===== src/rtl/alu_sched_pkg.sv =====
// Shared types for the ALU scheduler: the packed requester command, the
// scheduler FSM encoding and the widths both are built from.
package alu_sched_pkg;

    localparam int DATA_WIDTH_DEF = 32;
    localparam int OP_WIDTH_DEF   = 3;
    localparam int LAT_WIDTH      = 4;  // holds ALU_LATENCY 0..15

    typedef struct packed {
        logic [DATA_WIDTH_DEF-1:0] data_1;
        logic [DATA_WIDTH_DEF-1:0] data_2;
        logic [OP_WIDTH_DEF-1:0]   op;
        logic [OP_WIDTH_DEF-1:0]   sel;
        logic                      arith;
        logic                      shift;
    } alu_cmd_t;

    localparam int CMD_W = $bits(alu_cmd_t);

    typedef enum logic [1:0] {
        IDLE,
        ISSUE,
        WAIT,
        RESP
    } sched_state_t;

endpackage


===== src/rtl/alu_scheduler_rr_arbiter.sv =====
// Combinational rotating-priority arbiter: the first asserted request found
// when scanning upward from ptr_i (wrapping at NUM_REQ) wins.
module rr_arbiter #(
    parameter  int NUM_REQ = 4,
    localparam int IDW     = $clog2(NUM_REQ)
) (
    input  logic [NUM_REQ-1:0] req_i,
    input  logic [IDW-1:0]     ptr_i,
    output logic [NUM_REQ-1:0] grant_o,
    output logic [IDW-1:0]     grant_idx_o,
    output logic               any_o
);

    localparam int SW = IDW + 1;

    logic [SW-1:0]  sum;
    logic [IDW-1:0] idx;

    // NOTE: every output and temporary gets a default before the loop, so no
    // path through this block leaves a value unassigned and no latch appears.
    always_comb begin
        grant_o     = '0;
        grant_idx_o = '0;
        any_o       = 1'b0;
        sum         = '0;
        idx         = '0;
        for (int k = 0; k < NUM_REQ; k++) begin
            sum = {1'b0, ptr_i} + SW'(k);
            if (sum >= SW'(NUM_REQ)) begin
                sum = sum - SW'(NUM_REQ);
            end
            idx = sum[IDW-1:0];
            if (!any_o && req_i[idx]) begin
                any_o          = 1'b1;
                grant_idx_o    = idx;
                grant_o[idx]   = 1'b1;
            end
        end
    end

endmodule


===== src/rtl/alu_scheduler.sv =====
// Shares one ALU among NUM_REQ requesters: round-robin command intake, a
// fixed-latency wait for the ALU, then a held response tagged with the owner.
module alu_scheduler
    import alu_sched_pkg::*;
#(
    parameter  int DATA_WIDTH  = DATA_WIDTH_DEF,
    parameter  int OP_WIDTH    = OP_WIDTH_DEF,
    parameter  int NUM_REQ     = 4,
    parameter  int ALU_LATENCY = 1,
    localparam int IDW         = $clog2(NUM_REQ)
) (
    input  logic                     clock,
    input  logic                     reset,
    input  logic [NUM_REQ-1:0]       req_valid,
    output logic [NUM_REQ-1:0]       req_ready,
    input  logic [NUM_REQ*CMD_W-1:0] req_cmd,
    output logic                     rsp_valid,
    input  logic                     rsp_ready,
    output logic [IDW-1:0]           rsp_id,
    output logic [DATA_WIDTH-1:0]    rsp_data,
    output logic [DATA_WIDTH-1:0]    alu_data_1,
    output logic [DATA_WIDTH-1:0]    alu_data_2,
    output logic [OP_WIDTH-1:0]      alu_op,
    output logic [OP_WIDTH-1:0]      alu_sel,
    output logic                     alu_arith,
    output logic                     alu_shift,
    input  logic [DATA_WIDTH-1:0]    alu_data_out
);

    sched_state_t            state_q, state_d;
    logic [IDW-1:0]          rr_ptr_q, rr_ptr_d;
    logic [IDW-1:0]          gnt_id_q, gnt_id_d;
    logic [LAT_WIDTH-1:0]    wait_cnt_q, wait_cnt_d;
    alu_cmd_t                cmd_q, cmd_d;
    logic [DATA_WIDTH-1:0]   rsp_data_q, rsp_data_d;

    logic [NUM_REQ-1:0]      arb_grant;
    logic [IDW-1:0]          arb_idx;
    logic                    arb_any;
    alu_cmd_t                gnt_cmd;

    rr_arbiter #(.NUM_REQ(NUM_REQ)) u_arb (
        .req_i       (req_valid),
        .ptr_i       (rr_ptr_q),
        .grant_o     (arb_grant),
        .grant_idx_o (arb_idx),
        .any_o       (arb_any)
    );

    always_comb begin
        gnt_cmd = '0;
        for (int i = 0; i < NUM_REQ; i++) begin
            if (arb_idx == IDW'(i)) begin
                gnt_cmd = req_cmd[i*CMD_W +: CMD_W];
            end
        end
    end

    always_comb begin
        state_d    = state_q;
        rr_ptr_d   = rr_ptr_q;
        gnt_id_d   = gnt_id_q;
        wait_cnt_d = wait_cnt_q;
        cmd_d      = cmd_q;
        rsp_data_d = rsp_data_q;
        req_ready  = '0;

        unique case (state_q)
            IDLE: begin
                // Ready is withheld while reset is low so nothing handshakes
                // in a cycle the registers are about to discard.
                req_ready = reset ? arb_grant : '0;
                if (arb_any) begin
                    cmd_d    = gnt_cmd;
                    gnt_id_d = arb_idx;
                    rr_ptr_d = (arb_idx == IDW'(NUM_REQ - 1)) ? '0 : arb_idx + IDW'(1);
                    state_d  = ISSUE;
                end
            end
            ISSUE: begin
                wait_cnt_d = LAT_WIDTH'(ALU_LATENCY);
                if (ALU_LATENCY == 0) begin
                    rsp_data_d = alu_data_out;
                    state_d    = RESP;
                end else begin
                    state_d    = WAIT;
                end
            end
            WAIT: begin
                wait_cnt_d = wait_cnt_q - LAT_WIDTH'(1);
                if (wait_cnt_q == LAT_WIDTH'(1)) begin
                    rsp_data_d = alu_data_out;
                    state_d    = RESP;
                end
            end
            RESP: begin
                if (rsp_ready) begin
                    state_d = IDLE;
                end
            end
            default: state_d = IDLE;
        endcase
    end

    // NOTE: state is updated with non-blocking assignments so every register
    // here samples the pre-edge values of the others.
    always_ff @(posedge clock) begin
        if (!reset) begin
            state_q    <= IDLE;
            rr_ptr_q   <= '0;
            gnt_id_q   <= '0;
            wait_cnt_q <= '0;
            // NOTE: the command and result registers are reset as well, since
            // they drive alu_* and rsp_data directly and must read zero.
            cmd_q      <= '0;
            rsp_data_q <= '0;
        end else begin
            state_q    <= state_d;
            rr_ptr_q   <= rr_ptr_d;
            gnt_id_q   <= gnt_id_d;
            wait_cnt_q <= wait_cnt_d;
            cmd_q      <= cmd_d;
            rsp_data_q <= rsp_data_d;
        end
    end

    assign rsp_valid  = (state_q == RESP);
    assign rsp_id     = gnt_id_q;
    assign rsp_data   = rsp_data_q;
    assign alu_data_1 = cmd_q.data_1;
    assign alu_data_2 = cmd_q.data_2;
    assign alu_op     = cmd_q.op;
    assign alu_sel    = cmd_q.sel;
    assign alu_arith  = cmd_q.arith;
    assign alu_shift  = cmd_q.shift;

endmodule


===== config.mk =====
export PLATFORM = sky130hd
export DESIGN_NAME = alu_scheduler
export DESIGN_NICKNAME = d
export VERILOG_FILES = /design/src/rtl/alu_sched_pkg.sv /design/src/rtl/alu_scheduler_rr_arbiter.sv /design/src/rtl/alu_scheduler.sv
export SDC_FILE = /design/constraint.sdc
export NUM_CORES = 1
export LEC_CHECK = 0
export ABC_AREA = 1
export CORE_AREA = 2 2 169 171
export CTS_CLUSTER_DIAMETER = 50
export DETAILED_ROUTE_END_ITERATION = 6
export DIE_AREA = 0 0 171 173
export GPL_TIMING_DRIVEN = 1
export PLACE_DENSITY = 0.61
export SLEW_MARGIN = 10
export SYNTH_ARGS = -nofsm -noshare
export SYNTH_HDL_FRONTEND = slang
export SYNTH_SLANG_ARGS = --single-unit

===== constraint.sdc =====
create_clock -name clock -period 4.6 [get_ports clock]
set_input_delay 0.46 -clock clock [delete_from_list [all_inputs] [get_ports clock]]
set_output_delay 0.46 -clock clock [all_outputs]
set_load 0.02 [all_outputs]

-- After elaboration in Yosys (flattened, before gate mapping)
Index checks and enable logic that the tools add are counted.
W data, S select, Z words.
- logic and storage cells: 105
- flip-flop bits (word level): 114
- $add $sub $neg: 9
- bitwise operators: 3
- muxes and demuxes: 44
- magnitude comparators: 12
- equality and inequality tests: 10
- reduce and logical (&&, ||, !) cells: 16
- operators with widths (cell ; count):
    $mux W72 ; 4
    $mux W2 ; 12
    $mux W4 ; 6
    $lt A2 B3 Y1 const B ; 4
    $mux W1 ; 12
    $or A4 B4 Y4 ; 3
    $ge A3 B3 Y1 const B ; 3
    $bmux W1 S2 ; 4
    $demux W1 S2 ; 4
    $eq A2 B2 Y1 const B ; 4
    $ge A2 B1 Y1 const B ; 4
    $pmux W2 S4 ; 1
    $pmux W4 S2 ; 1
    $sub A2 B1 Y2 const B ; 4
    $logic_and A1 B1 Y1 ; 7
    $add A2 B2 Y3 const B ; 2
    $eq A2 B1 Y1 const B ; 2
    $eq A4 B1 Y1 const B ; 1
    $logic_not A2 Y1 ; 2
    $ne A2 B2 Y1 const B ; 2
    $reduce_and A2 Y1 ; 2
    $sub A4 B1 Y4 const B ; 1
    $add A2 B1 Y3 const B ; 1
    $ge A2 B3 Y1 const B ; 1
    5 further kinds ; 7

-- Longest topological paths before layout
Gate-level depths: netlist of run 1.
- depth in word-level cells: 19
- gate-level depth with buffers: 23

-- By module
A second synthesis of run 1 with hierarchy kept.
- cells, all modules: 1234
- area, all modules: 8179.1 um^2
- by module, submodules not included (module ; seq. area each (um^2) ; cells an instance ; area each (um^2) ; instances):
    alu_scheduler ; 2282.2 ; 1160 ; 7738.7 ; 1
    rr_arbiter ; 0.0 ; 74 ; 440.4 ; 1

-- Least setup slack after synthesis of run 1
OpenSTA, ideal clock, no wires.
- path kind: register to register
- start point: reg rr_ptr_q[1]
- end point: reg cmd_q, in the netlist alu_data_2[25]
- cell stages (with the launch flop): 23
- required time: 4.536 ns
- arrival time: 2.851 ns
- clock period less this slack: 2.915 ns
- buffers on the path: 2
- setup slack: 1.685 ns
- cell sequence: dfxtp_1 > inv_1 > ha_1 > inv_1 > nand3_1 > nand2_2 > nor2_1 > nor2_1 > nand2_1 > nand2_1 > inv_1 > ha_1 > buf_2 > nor2_2 > buf_2 > nand2_1 > nand2_1 > o21ai_0 > nand2_1 > o21ai_0 > nand2_1 > nand2_1 > nor2_1
- word-level cells in the longest chain between the ends: 19
- RTL lines (what ; RTL line ; RTL):
    start, declared ; alu_scheduler.sv:31 ; logic [IDW-1:0] rr_ptr_q, rr_ptr_d;
    start signal, assigned ; alu_scheduler.sv:119 ; rr_ptr_q <= rr_ptr_d;
    branches (longest 13 deep; another with $add A2 B1 Y3) ; n/a ;
    $mux W2 (*) ; alu_scheduler_rr_arbiter.sv:33 ; if (!any_o && req_i[idx]) begin
    named net arb_idx[0] ; alu_scheduler.sv:38 ; logic [IDW-1:0] arb_idx;
    $logic_not A2 Y1 ; alu_scheduler.sv:53 ; if (arb_idx == IDW'(i)) begin
    $mux W72 (3 in series) ; alu_scheduler.sv:53 ;
    $mux W72 (*) ; alu_scheduler.sv:53 ;
    end signal, assigned ; alu_scheduler.sv:122 ; cmd_q <= cmd_d;
    end, declared ; alu_scheduler.sv:34 ; alu_cmd_t cmd_q, cmd_d;
Mark *: on every way through the listed nets, which the timed path passes. The select of a mux whose other input is x is not followed.
A chain may end at the register's enable or synchronous reset.

-- Worst setup path in the final report of run 1
- start point: reg rr_ptr_q[0]
- end point: reg cmd_q, in the netlist alu_data_1[16]
- word-level cells in the longest chain between the ends: 19
- RTL lines (what):
    branches (longest 19 deep; another with $add A2 B1 Y3)
Several ways; the timed one is not identified. The select of a mux whose other input is x is not followed.

==> results.toml, run 1 <==
[grt]
grt_max_degree = 146
grt_util_all_layers_pct = 19.3
antenna_found_initial = 1
grt_pass1_wl_um = 44400
grt_pass1_vias = 8095
grt.overflow.total = 0

[clocking]
cts_tree = "built"
cts_hold_buf = 0
cts_resized = 0
clkSinkCount = 114
clk_pin_slew_worst_paths_ps = 60
numCtsBuffers = 17
post_cts_buffers = 0
cts_root_buf = "clkbuf_16"
worstSkewPairLatency_ps = 420
cts_buffer_depth = 2
h-tree-depth = 4

[placement]
hpwl_um = 22300
port_buffers = 437
gp_congestion = 0.878
placed_area_sq_um = 11600

[routing]
drtAntennaViolNets = 0
wl_per_cell_um = 15.4
drt_iter0_drc = 356
wl_um = 30000
drc = 0
dr.pass1.iters = 7
vias_per_cell = 4.50
vias = 8764

[min_path]
whs_path_depth = 2
holdCritStartpoint = "rsp_data[19]$_SDFFE_PN0P_"
min_path_type = "reg -> reg"
hold_end = "rsp_data[19]$_SDFFE_PN0P_"

[layout]
syn2layout_area_growth_pct = 73.5
drive_gt1_share_pct = 4.20
fillers = 2948
nNetsFinal = 1904
multi_input_area_sq_um = 4120
final_design_area_no_fill_sq_um = 12100
seqCellArea_sq_um = 2280

[yosys]
synth_top_area_share_pct = 32.6
syn_inst = 1174
yosys-top-cells-area = "dfxtp_1 (33%), nand2_1 (22%), o21ai_0 (10%)"
synth_area_sq_um = 6990
yosysWarnings = 0
ys_seq_elements = 114
syn_nets = 1518
synth_top_area_cell = "dfxtp_1"
avgSynthCellArea_sq_um = 5.95
ys_types = 28
yosysSeqAreaShare_pct = 32.6

[sta]
hold_viol_final = 0
fin_crit_sh_pct = 86.8
setup_violations = 0
layout_min_cycle_time_ps = 3990
relSlewSlack_pct = 24.5
tightest_slew_ps = 1130
drv_slew = 0
setup_tns_ps = 0
clock_skew_ps = 19.7
rsz0062_at_grt = "no"
max_freq_mhz = 250

[flow_run]
cap_violations = 0

[worst_setup_path]
r2r_slack_ps = 610
required_ps = 4950
cp_max_fo = 41
r2r_end = "alu_data_1[16]$_SDFFE_PN0P_"
reg2reg_depth = 18
r2r-start = "rr_ptr_q[0]$_SDFFE_PN0P_"
start_kind = "flop"
worstPathArrival_ps = 4350
critical_path_class = "reg -> reg"
cp-end-kind = "flop"

[die]
num_io_pins = 438
rows = 61
core-area_sq_um = 27600
start_util_pct = 25.3
die-area_sq_um = 29600
die_height_um = 173
die_w_um = 171

[power_and_ir_drop]
leakage_uw = 0.00530
power_density_nw_per_um2 = 794
vdd_drop_max_v = 0.000594

[status]
status = "completed"
-- final cells by class --
cell class,instances,area share (%)
clock buffers,18,3.54
multi-input cells,918,34.0
diodes,1,0.0206
well taps,378,3.90
flip-flops and latches,114,18.8
repair buffers,447,37.0
clock inverters,11,0.763
inverters,62,2.00
-- stage by stage --
step | instances | power, uW | hold slack (ps) | util (%) | setup WS, ps
3_3_place_gp | 1919 | 8440 | 432 | 42.0 | 703
3_5_place_dp | 1919 | 8510 | 435 | 42.0 | 622
4_1_cts | 1948 | 9790 | 444 | 43.9 | 602
5_1_grt | 1949 | 10700 | 456 | 43.9 | 178
6_report | 1949 | 9630 | 441 | 43.9 | 607
2_1_floorplan | 1174 | 6320 | 480 | - | 1680
-- cells in the final DEF (no fill, tap or decap), types with 3 or more instances in the layout --
| cell type | n |
|---|---|
| clkdlybuf4s50_1 | 436 |
| nand2_1 | 405 |
| nor2_1 | 153 |
| o21ai_0 | 141 |
| a21oi_1 | 115 |
| dfxtp_1 | 114 |
| inv_1 | 57 |
| o21ai_1 | 37 |
| nand3_1 | 17 |
| clkbuf_16 | 17 |
| ha_1 | 15 |
| nor2_2 | 10 |
| buf_4 | 8 |
| clkinv_2 | 6 |
| nand2_2 | 4 |
| o21a_1 | 3 |
| nand4_1 | 3 |
| nor3_1 | 3 |
| buf_12 | 3 |
-- state kept, by name, indices dropped and copies added, names as in the netlist, 2 cells and up --
register / cells
rr_ptr_q: 2
alu_data_1: 32
rsp_data: 32
rsp_id: 2
alu_sel: 3
alu_data_2: 32
state_q: 2
alu_op: 3
wait_cnt_q: 4
-- where the power goes --
group | internal, uW | total [uW] | leakage (uW) | switching (uW)
combinational | 2640 | 6900 | 0.00410 | 4260
clock | 728 | 1230 | 0.000257 | 501
sequential | 1320 | 1500 | 0.000940 | 182
total | 4690 | 9630 | 0.00530 | 4940
-- worst max path at each step --
stage	startpoint	endpoint	slack, ps	depth (start not counted)
CTS	rr_ptr_q[0]$_SDFFE_PN0P_	alu_data_1[16]$_SDFFE_PN0P_	600	18
global route	rr_ptr_q[0]$_SDFFE_PN0P_	alu_data_1[10]$_SDFFE_PN0P_	180	18
floorplan	rr_ptr_q[1]$_SDFFE_PN0P_	alu_data_2[25]$_SDFFE_PN0P_	1680	22
detailed placement	rr_ptr_q[0]$_SDFFE_PN0P_	alu_data_1[16]$_SDFFE_PN0P_	620	18
finish	rr_ptr_q[0]$_SDFFE_PN0P_	alu_data_1[16]$_SDFFE_PN0P_	610	18
global placement	rr_ptr_q[0]$_SDFFE_PN0P_	alu_op[0]$_SDFFE_PN0P_	700	20
-- routing by layer --
metal  global-route usage, %  vias up  wire length (um)
met3                    5.88       34              2470
met1                    21.6     3887             12100
met2                    34.8      322             14900
met4                    5.90        0               582
met5                       0        -                 0
li1                        -     4521                 -
-- cell families after synthesis --
| family | Yosys count | synth area share [%] |
|---|---|---|
| compound gates | 298 | 21.5 |
| fa+ha+maj | 17 | 3.04 |
| buf+inv | 142 | 8.90 |
| flops | 114 | 32.6 |
| simple gates | 603 | 33.9 |
-- cells in the mapped netlist --
library cell and n:
nor2_2 11, inv_6 1, inv_1 58, o21a_1 3, buf_6 5, nand3_1 18, nor3_1 3, buf_2 17
inv_4 1, inv_2 1, nand2_2 4, a22oi_1 2, buf_8 2, dfxtp_1 114, nand3_2 1, nand4_1 3
nand2_4 2, clkbuf_1 41, nand4_2 1, ha_1 17, buf_1 15, nand2_1 405, o21ai_0 141, a21oi_1 115
and3_1 2, nor2_1 153, clkinv_1 1, o21ai_1 37
-- critical path: stages, from the launching register on --
cell     delay [ps]
dfxtp_1         600
inv_4           130
ha_1            370
inv_1           100
nand3_1         110
nand2_2         100
nor2_1          290
nor2_1           70
nand2_1         100
nand2_1         140
ha_4            330
inv_2           490
buf_4           480
o21ai_0         160
nand2_1          90
o21ai_0          90
nand2_1          90
nand2_1          60
nor2_1          100
Note: power is estimated with default switching activity, not from simulation.
==> inputs of run 2 (changes only) <==
--- a/config.mk
+++ b/config.mk
@@ -6,12 +6,12 @@
 export NUM_CORES = 1
 export LEC_CHECK = 0
 export ABC_AREA = 1
-export CORE_AREA = 2 2 169 171
+export CORE_AREA = 2 2 170 172
 export CTS_CLUSTER_DIAMETER = 50
 export DETAILED_ROUTE_END_ITERATION = 6
-export DIE_AREA = 0 0 171 173
+export DIE_AREA = 0 0 172 174
 export GPL_TIMING_DRIVEN = 1
-export PLACE_DENSITY = 0.61
+export PLACE_DENSITY = 0.62
 export SLEW_MARGIN = 10
 export SYNTH_ARGS = -nofsm -noshare
 export SYNTH_HDL_FRONTEND = slang
==> constraint.sdc (replaced) <==
create_clock -name clock -period 3.3 [get_ports clock]
set_input_delay 0.33 -clock clock [delete_from_list [all_inputs] [get_ports clock]]
set_output_delay 0.33 -clock clock [all_outputs]
set_load 0.02 [all_outputs]
==> run 2 against run 1 <==
  * Die area increased by 1.2%
  * Power rose by 47%
  * Clock skew is essentially flat
  * Combinational power is 49% higher
  * Worst setup slack got worse by 430 ps
  * Cell count is 1.1% higher
  * Utilization increased by 0.13 points
  * Clock power increased by 48%
  * Sequential power up 38%
==> results.toml, run 2 (synthesized netlist as in run 1, its figures left out) <==
[die]
num_io_pins = 438
die_w_um = 172
core-area_sq_um = 28200
die_height_um = 174
rows = 62
die-area_sq_um = 29900
start_util_pct = 24.8

[power_and_ir_drop]
leakage_uw = 0.00546
vdd_drop_max_v = 0.000712
p_switching_uw = 7170
sw_frac_of_total_pct = 50.5
pwr-share-seq_pct = 14.6
power_density_nw_per_um2 = 1140
power.share.clock_pct = 12.8
p_int_uw = 7020
comb_power_share_pct = 72.6

[sta]
whs_ps = 315
relSlewSlack_pct = 36.6
max_freq_mhz = 320
setup_tns_ps = 0
hold_viol_final = 0
clock_skew_ps = 19.6
drv_slew = 0
setup_violations = 0
fin_crit_sh_pct = 94.6
tightest_slew_ps = 950
layout_min_cycle_time_ps = 3120

[worst_setup_path]
r2r_slack_ps = 280
worstPathArrival_ps = 2790
crit_top_cell = "nand3_1"
slowest_stage = "clkdlybuf4s50_1"
r2r-start = "rr_ptr_q[0]$_SDFFE_PN0P_"
cp-startpoint = "rr_ptr_q[0]$_SDFFE_PN0P_"
cp-end-kind = "primary output"
reg2reg_depth = 23
r2r_end = "alu_op[0]$_SDFFE_PN0P_"
crit_chain = "inv_4 > ha_1 > inv_2 > nand3_1 > nand2_2 > nand2_1 > nor2_1 > nand3_1 > nand3_1 > nand2_1 > inv_1 > clkdlybuf4s50_1"
start_kind = "flop"
cp_max_fo = 10
required_ps = 2970
max_stage_delay_ps = 610
critical_path_class = "reg -> out"

[layout]
fin_util_pct = 44.0
layout_commonest_cell = "clkdlybuf4s50_1"
nNetsFinal = 1918
syn2layout_area_growth_pct = 77.8
diodes = 0
drive_gt1_share_pct = 5.61
final_cell_mix = "clkdlybuf4s50_1 (434), nand2_1 (403), nor2_1 (152), o21ai_0 (141), a21oi_1 (115)"

[clocking]
clk_pin_slew_worst_paths_ps = 70
h-tree-depth = 4
worstSkewPairLatency_ps = 430
cts_buffer_depth = 2
cts_tree = "built"
clkSinkCount = 114
numCtsBuffers = 17
cts_hold_buf = 0
cts_root_buf = "clkbuf_16"

[placement]
hpwl_um = 22500
gp_congestion = 0.856
port_buffers = 437

[min_path]
min_path_type = "in -> reg"
holdCritStartpoint = "reset"
whs_path_depth = 3
hold_end = "rsp_data[30]$_SDFFE_PN0P_"

[grt]
grt_max_degree = 82
grt_pass1_wl_um = 44700
grt_util_all_layers_pct = 19.2
antenna_found_initial = 0
grt_pass1_vias = 8345
grt.overflow.total = 0

[routing]
dr.pass1.iters = 5
vias = 8936
drt_iter0_drc = 402
drc = 0
wl_per_cell_um = 15.6
drtAntennaViolNets = 0
wl_um = 30700
vias_per_cell = 4.53

[flow_run]
cap_violations = 0

[status]
status = "completed"
-- run 2: changes by cell type in the layout (fill, tap and decap cells not counted), moves of 3 or more --
cell / change
buf_12: +7
buf_4: +3
clkinv_2: -5
inv_6: +6
-- run 2: critical path: cells and delay by family, from the launching register on --
family / cells / cell delay [ps]
buffers and inverters: 4 / 840
adders and majority gates: 1 / 350
and+or+nand+nor: 7 / 800
DFF: 1 / 370
-- run 2: how the worst max path moves through the flow --
stage / endpoint / slack, ps / cells after the start
4_1_cts: req_ready[2] / 130 / 12
5_1_grt: req_ready[1] / -10 / 12
2_1_floorplan: alu_data_2[25]$_SDFFE_PN0P_ / 380 / 22
3_3_place_gp: alu_data_2[12]$_SDFFE_PN0P_ / 210 / 20
6_report: req_ready[2] / 180 / 12
3_5_place_dp: alu_data_2[10]$_SDFFE_PN0P_ / 160 / 19
-- run 2: cell type report --
type,instances,area [sq um]
repair buffers,461,4720
multi-input cells,918,4130
well taps,384,480
flip-flops and latches,114,2280
inverters,62,243
clock inverters,15,146
fillers,2934,15800
clock buffers,17,425
-- run 2: timing repair --
action                     in CTS  in global routing
resized for setup               0                  9
setup endpoints to repair       0                 76
buffers inserted                0                  2
-- run 2: routing by layer --
layer / vias up / GRT usage, % / part of all wire [%]
met5: - / 0 / 0
li1: 4553 / - / -
met4: 0 / 4.90 / 1.7
met1: 4015 / 21.6 / 41
met3: 31 / 6.35 / 8.6
met2: 337 / 34.3 / 49
-- run 2: power groups by stage --
| stage | Combinational [uW] | Sequential [uW] | Clock, uW |
|---|---|---|---|
| after detailed placement | 9930 | 2100 | 0 |
| after CTS | 9980 | 2070 | 1880 |
| after floorplan | 6250 | 2550 | 0 |
| final | 10300 | 2070 | 1820 |
| after global routing | 11600 | 2120 | 1940 |
| after global placement | 9850 | 2080 | 0 |
-- run 2: per-stage QoR --
| stage | total power (uW) | instance area, sq um | worst slack, ps | cells |
|---|---|---|---|---|
| after global placement | 11900 | 11700 | 207 | 1935 |
| after detailed placement | 12000 | 11700 | 156 | 1935 |
| after floorplan | 8810 | 6990 | 385 | 1174 |
| after CTS | 13900 | 12300 | 135 | 1967 |
| after global routing | 15700 | 12400 | -10.6 | 1971 |
| final | 14200 | 12400 | 179 | 1971 |
==> inputs of run 3 (changes only) <==
==> constraint.sdc (replaced) <==
create_clock -name clock -period 2.8 [get_ports clock]
set_input_delay 0.28 -clock clock [delete_from_list [all_inputs] [get_ports clock]]
set_output_delay 0.28 -clock clock [all_outputs]
set_load 0.02 [all_outputs]
==> run 3 against run 2 <==
  * Die area stayed put
  * Flip-flop and latch count stayed put
  * Worst setup slack worse by 94 ps
  * Utilization is 1.5 points higher
  * Power is 24% higher
  * Wire length is 2.6% lower
  * Register-to-register slack worse by 200 ps
  * First-iteration DRC count is 13% lower
  * Clock skew is 11 ps lower
  * Critical path depth is 8 higher
  * Hold slack better by 130 ps
  * Largest power group unchanged
  * Highest routed layer unchanged
==> results.toml, run 3 (synthesized netlist as in run 1, its figures left out) <==
[clocking]
numCtsBuffers = 17
worstSkewPairLatency_ps = 410
clkSinkCount = 114
h-tree-depth = 4
cts_root_buf = "clkbuf_16"
cts_hold_buf = 0
cts_buffer_depth = 2
clk_pin_slew_worst_paths_ps = 60
cts_tree = "built"

[worst_setup_path]
reg2reg_depth = 20
required_ps = 3100
worstPathArrival_ps = 3010
cp-end-kind = "flop"
slowest_stage = "dfxtp_2"
start_kind = "flop"
crit_buf_inv = 4
r2r-start = "rr_ptr_q[1]$_SDFFE_PN0P_"
critical_path_class = "reg -> reg"
cp_max_fo = 57
cp_top_family = "simple AND/OR/NAND/NOR gates"
r2r_slack_ps = 80
crit_top_cell = "nand2_1"
max_stage_delay_ps = 320
crit_chain = "inv_1 > ha_4 > inv_4 > nand3_1 > nand2_2 > nor2_2 > nor2_1 > nand2_1 > nand2_2 > buf_4 > ha_4 > buf_12 > a21oi_2 > nand2_1 > o21ai_0 > nand2_1 > o21ai_0 > nand2_1 > nand2_1 > nor2_1"
r2r_end = "alu_data_1[29]$_SDFFE_PN0P_"
cp.depth = 20

[layout]
syn2layout_area_growth_pct = 83.9
layout_commonest_cell = "clkdlybuf4s50_1"
fin_cells = 2009
drive_gt1_share_pct = 9.24
final_cell_mix = "clkdlybuf4s50_1 (432), nand2_1 (403), nor2_1 (149), o21ai_0 (139), dfxtp_1 (112)"
nNetsFinal = 1955

[routing]
drc = 0
drt_iter0_drc = 348
wl_um = 29900
vias_per_cell = 4.42
dr.pass1.iters = 5
drtAntennaViolNets = 0
vias = 8883
wl_per_cell_um = 14.9

[status]
status = "completed"

[grt]
grt_pass1_vias = 8392
grt_util_all_layers_pct = 18.9
antenna_found_initial = 2
grt.overflow.total = 0
grt_max_degree = 114
grt_pass1_wl_um = 44100

[die]
die_height_um = 174
start_util_pct = 24.8
num_io_pins = 438
rows = 62
die-area_sq_um = 29900
core-area_sq_um = 28200
die_w_um = 172

[placement]
gp_congestion = 0.890
hpwl_um = 23100
dpl.cell_count = 1973
port_buffers = 437

[sta]
layout_min_cycle_time_ps = 2720
setup_tns_ps = 0
setup_violations = 0
rsz0062_at_grt = "yes"
whs_ps = 442
relSlewSlack_pct = 65.0
tightest_slew_ps = 524
max_freq_mhz = 368
fin_crit_sh_pct = 97.0
hold_viol_final = 0
drv_slew = 0
clock_skew_ps = 9.08

[power_and_ir_drop]
power_density_nw_per_um2 = 1370
vdd_drop_max_v = 0.000539
leakage_uw = 0.00565

[flow_run]
cap_violations = 0

[min_path]
whs_path_depth = 2
min_path_type = "reg -> reg"
hold_end = "rsp_data[19]$_SDFFE_PN0P_"
holdCritStartpoint = "rsp_data[19]$_SDFFE_PN0P_"
[run 3: layout make-up]
type	count	area (sq um)
Timing Repair Buffer	498	5010
Tap cell	384	480
Clock buffer	19	453
Fill cell	2940	15400
Antenna cell	2	5.00
Clock inverter	12	158
Inverter	62	248
Sequential cell	114	2280
Multi-Input combinational cell	918	4220
[run 3: per-stage QoR]
| step | power [uW] | util (%) | setup slack (ps) | instance area [sq um] |
|---|---|---|---|---|
| after floorplan | 10500 | - | -34.6 | 7020 |
| after global placement | 14800 | 42.7 | -204 | 12100 |
| after detailed placement | 14900 | 42.7 | -232 | 12100 |
| after CTS | 17400 | 45.0 | 15.6 | 12700 |
| after global routing | 19500 | 45.5 | -70.3 | 12900 |
| final | 17700 | 45.5 | 84.8 | 12900 |
[run 3: worst max-delay path by stage]
stage | endpoint | startpoint
finish | alu_data_1[29]$_SDFFE_PN0P_ | rr_ptr_q[1]$_SDFFE_PN0P_
CTS | alu_data_2[22]$_SDFFE_PN0P_ | rr_ptr_q[0]$_SDFFE_PN0P_
global placement | alu_sel[1]$_SDFFE_PN0P_ | req_valid[1]
global route | alu_data_1[29]$_SDFFE_PN0P_ | rr_ptr_q[1]$_SDFFE_PN0P_
floorplan | alu_data_2[25]$_SDFFE_PN0P_ | rr_ptr_q[0]$_SDFFE_PN0P_
detailed placement | alu_data_2[22]$_SDFFE_PN0P_ | req_valid[1]
[run 3: report_power, final]
part           total [uW]  internal [uW]  leakage (uW)  switching, uW
clock network        2260           1450      0.000291            816
logic               13000           5510       0.00442           7440
registers            2440           2170      0.000940            271
total               17700           9130       0.00565           8530
[run 3: repair_timing]
action / in CTS / in global routing
setup endpoints to repair: 76 / 74
setup buffers: 2 / 1
gates resized for setup: 13 / 44
pin swaps: 1 / 5
[run 3: routing by layer]
metal,vias to the layer above,global-route usage [%],wire length [um]
met5,-,0,0
li1,4619,-,-
met1,3924,21.9,12200
met4,0,5.43,556
met2,305,33.2,14800
met3,35,5.87,2330
[run 3: tightest hold or removal path, delay by kind of cell, from the launching register on]
family,cells,cell delay (ps)
AO/OA/AOI/OAI,1,50
flip-flops,1,300
buffers and inverters,1,40
